<file path="config.mk">
export PLATFORM = sky130hd
export DESIGN_NAME = cacheline_adapter
export DESIGN_NICKNAME = d
export VERILOG_FILES = /design/src/rtl/cacheline_adapter.sv
export SDC_FILE = /design/constraint.sdc
export NUM_CORES = 1
export LEC_CHECK = 0
export CAP_MARGIN = 20
export CELL_PAD_IN_SITES_DETAIL_PLACEMENT = 1
export CELL_PAD_IN_SITES_GLOBAL_PLACEMENT = 1
export CORE_MARGIN = 3
export CORE_UTILIZATION = 35
export DETAILED_ROUTE_END_ITERATION = 6
export PLACE_DENSITY = 0.77
export SYNTH_ARGS = -nofsm -noshare
export SYNTH_HDL_FRONTEND = slang
export SYNTH_SLANG_ARGS = --single-unit
</file>
<file path="constraint.sdc">
create_clock -name clk -period 4.2 [get_ports clk]
set_clock_uncertainty 0.1 [all_clocks]
set_input_delay 1.05 -clock clk [delete_from_list [all_inputs] [get_ports clk]]
set_output_delay 1.05 -clock clk [all_outputs]
set_load 0.02 [all_outputs]
</file>
<file path="src/rtl/cacheline_adapter.sv">
// Collects four in-order 64-bit read beats into one 256-bit cache line.
// The line address is captured with beat 0, and ready pulses for one cycle after beat 3.
module cacheline_adapter (
    input  logic         clk,
    input  logic         rst,
    input  logic [31:0]  raddr,
    input  logic [63:0]  rdata,
    input  logic         rvalid,
    output logic         ready,
    output logic [31:0]  addr,
    output logic [255:0] cacheline_data
);

    typedef enum logic [1:0] {
        BEAT0 = 2'd0,
        BEAT1 = 2'd1,
        BEAT2 = 2'd2,
        BEAT3 = 2'd3
    } beat_t;

    beat_t       r_beat;
    beat_t       w_beat_next;
    logic        r_ready;
    logic        w_ready_next;
    logic [31:0] r_addr;
    logic [1:0]  w_beat_idx;
    logic [3:0]  w_slot_we;
    logic [63:0] r_slot [4];
    logic        w_unused_raddr_lsbs;

    // The line address is 32-byte aligned, so the low address bits are never used.
    assign w_unused_raddr_lsbs = ^raddr[4:0];
    assign w_beat_idx          = r_beat;

    always_ff @(posedge clk) begin
        if (rst) begin
            r_beat  <= BEAT0;
            r_ready <= 1'b0;
        end else begin
            r_beat  <= w_beat_next;
            r_ready <= w_ready_next;
        end
    end

    always_comb begin
        w_beat_next  = r_beat;
        w_ready_next = 1'b0;
        if (rvalid) begin
            w_ready_next = (r_beat == BEAT3);
            case (r_beat)
                BEAT0:   w_beat_next = BEAT1;
                BEAT1:   w_beat_next = BEAT2;
                BEAT2:   w_beat_next = BEAT3;
                BEAT3:   w_beat_next = BEAT0;
                default: w_beat_next = BEAT0;
            endcase
        end
    end

    always_ff @(posedge clk) begin
        if (rst) begin
            r_addr <= 32'd0;
        end else if (rvalid && (r_beat == BEAT0)) begin
            r_addr <= {raddr[31:5], 5'b0};
        end
    end

    // Each slot loads only on its own beat; slots not touched by a burst keep stale data.
    generate
        for (genvar gi = 0; gi < 4; gi++) begin : g_slot
            assign w_slot_we[gi] = rvalid && (w_beat_idx == 2'(gi));

            always_ff @(posedge clk) begin
                if (rst) begin
                    r_slot[gi] <= 64'd0;
                end else if (w_slot_we[gi]) begin
                    r_slot[gi] <= rdata;
                end
            end

            assign cacheline_data[64*gi +: 64] = r_slot[gi];
        end
    endgenerate

    assign ready = r_ready;
    assign addr  = r_addr;

endmodule

</file>
==> impl_metrics.py <==
metrics = {
    "worst_hold_path": {
        "worstHoldPathCells": 2,
        "hp-class": "reg2reg",
    },
    "pwr": {
        "p_sw_share_pct": 24.7,
        "max-vdd-ir-drop_uv": 266,
        "pwr-share-clk_pct": 37.7,
        "net-switching-power_uw": 1740,
        "leakagePower_uw": 0.00577,
        "internal_power_uw": 5310,
        "powerDensity_nw_per_um2": 443,
        "comb_power_share_pct": 14.7,
        "power_frac_seq_pct": 47.6,
    },
    "grt": {
        "grt_max_degree": 65,
        "grt_pass1_vias": 8171,
        "grt_use_total_pct": 20.7,
        "grt.overflow.total": 0,
        "antenna_found_initial": 0,
        "grt_pass1_wl_mm": 52.5,
    },
    "final_layout": {
        "final_nets": 1236,
        "area_growth_pct": 47.3,
        "filler_cell_count": 3035,
        "diodes": 0,
        "drive_gt1_share_pct": 7.99,
        "final_cells": 1542,
        "fin_area_um2": 15900,
    },
    "timing": {
        "hold_viol_final": 0,
        "rsz0062_at_grt": "no",
        "finalSetupViolCount": 0,
        "whs_ns": 0.458,
        "tightest_slew_ns": 0.896,
        "maxSlewViolCount": 0,
        "fin_ws_ns": 1.44,
        "maxSlewHeadroom_pct": 40.3,
        "fin_setup_tns_ns": 0,
        "min_period_ns": 2.76,
        "fin_crit_sh_pct": 65.7,
        "fmax_mhz": 363,
    },
    "setup_path": {
        "cp_max_fo": 1,
        "cpLargestDelayFamily": "buffers and inverters",
        "cp_data_arrival_time_ns": 1.61,
        "worstSetupPathType": "reg2out",
        "cp_slowest_stage_delay_ns": 0.66,
        "cp_cell_sequence": "clkdlybuf4s50_1",
        "cp_num_cells": 1,
        "required_ns": 3.05,
        "endpoint_kind": "output port",
        "ff2ff_path_depth": 6,
        "worst-path-buf-inv": 1,
        "crit_slowest_cell": "clkdlybuf4s50_1",
        "cp-start-kind": "register",
    },
    "yosys": {
        "synth_flop_cell": "edfxtp_1",
        "synth_warnings": 0,
        "netlist_area_um2": 10800,
        "yosysMostFrequentCell": "edfxtp_1",
        "synth_cells": 764,
        "synth_top_area_share_pct": 71.1,
        "syn_area_per_cell_um2": 14.1,
        "synth_top_cell_by_area": "edfxtp_1",
        "synth_edf_count": 256,
        "synth-seq-cells": 286,
        "yosys-top-cells-area": "edfxtp_1 71%, nor2_1 6.8%, dfxtp_1 5.6%",
        "ys_seq_area_share_pct": 76.7,
        "async_flop_share_pct": 0,
        "ys_top_cells_by_count": "256 x edfxtp_1, 195 x nor2_1, 67 x nand2b_1, 64 x and2_1, 33 x buf_2",
        "yosys.cell_types.count": 21,
    },
    "route": {
        "dr.pass1.iters": 7,
        "drc": 0,
        "vias_per_cell": 4.83,
        "vias": 7452,
        "routedWlPerCell_um": 22.7,
        "drt_iter0_markers": 508,
        "wl_mm": 35.0,
        "antenna_left": 0,
    },
    "clock_tree": {
        "clock_path_buffers": 3,
        "worst_skew_pair.late_latency_ns": 0.54,
        "cts_buffers": 31,
        "cts_root_buf": "clkbuf_16",
        "cts_tree": "done",
        "htree_levels": 1,
        "cts.sinks": 286,
        "clkTransAtPathRegs_ns": 0.06,
        "post_cts_buffers": 0,
        "cts_resized": 0,
        "cts_hold_buffers": 0,
    },
    "floorplanning": {
        "io_pins": 388,
        "coreArea_um2": 30000,
        "dieArea_um2": 33000,
        "rows": 63,
        "fp.dieW_um": 182,
        "die_y_um": 182,
        "start_util_pct": 36.0,
    },
    "place": {
        "place_ws_ns": 1.17,
        "dp_hpwl_mm": 23.2,
        "routabilityCongestion": 0.760,
        "place_area_um2": 14900,
        "io_buffer_count": 377,
        "place_inst": 1490,
    },
    "run": {
        "max_cap_violations": 0,
    },
    "run_status": {
        "outcome": "completed",
    },
}
[flip-flops by register name (all words and copies together) (netlist names)]
signal and count:
r_slot 256, addr 27, r_beat 2, ready 1
[cells in the final DEF (no fill, tap or decap), types with 27 or more instances in the layout]
| cell | n |
|---|---|
| clkdlybuf4s50_1 | 375 |
| edfxtp_1 | 256 |
| nor2_1 | 195 |
| nand2b_1 | 64 |
| and2_1 | 64 |
| clkbuf_16 | 31 |
| dfxtp_1 | 30 |
| nand3_1 | 27 |
| a21bo_2 | 27 |
| a21oi_1 | 27 |
[cell families after synthesis]
kind of cell,after synthesis,synth area share (%)
simple gates,357,15.8
flops,286,76.7
buf+inv,59,3.02
compound gates,56,3.89
fa+ha+maj,4,0.463
mux,1,0.0926
other cells,1,0.0347
[stage by stage]
step / total power (uW) / util, %
2_1_floorplan: 3880 / -
3_3_place_gp: 4440 / 49.7
3_5_place_dp: 4470 / 49.7
4_1_cts: 7130 / 53.0
5_1_grt: 7310 / 53.0
6_report: 7050 / 53.0
[area by class of cell]
class	count	area, um^2	area share (%)
Sequential cell	286	8290	52.1
Multi-Input combinational cell	423	2250	14.1
Timing Repair Buffer	389	3910	24.5
Clock buffer	32	779	4.90
Clock inverter	20	196	1.23
Inverter	2	7.51	0.0472
Tap cell	390	488	3.07
[routing by layer]
| metal | vias up | part of all wire (%) | GRT usage [%] |
|---|---|---|---|
| met4 | 0 | 3.0 | 6.00 |
| met2 | 357 | 50 | 36.8 |
| li1 | 3351 | - | - |
| met3 | 60 | 9.4 | 6.57 |
| met5 | - | 0 | 0 |
| met1 | 3684 | 37 | 24.1 |
[worst paths after layout]
check                 from             endpoint  slack, ns
max          r_slot[1][37]  cacheline_data[101]       1.44
min              r_beat[0]            r_beat[0]       0.46
max reg2reg      r_beat[0]        r_slot[0][23]       1.72
min reg2reg      r_beat[0]            r_beat[0]       0.46
[power groups by stage]
stage / Clock, uW / Sequential, uW / Combinational [uW]
2_1_floorplan: 0 / 3650 / 232
3_3_place_gp: 0 / 3400 / 1040
3_5_place_dp: 0 / 3420 / 1050
4_1_cts: 2710 / 3360 / 1050
5_1_grt: 2840 / 3370 / 1100
6_report: 2650 / 3360 / 1040
Note: power is estimated with default switching activity, not from simulation.
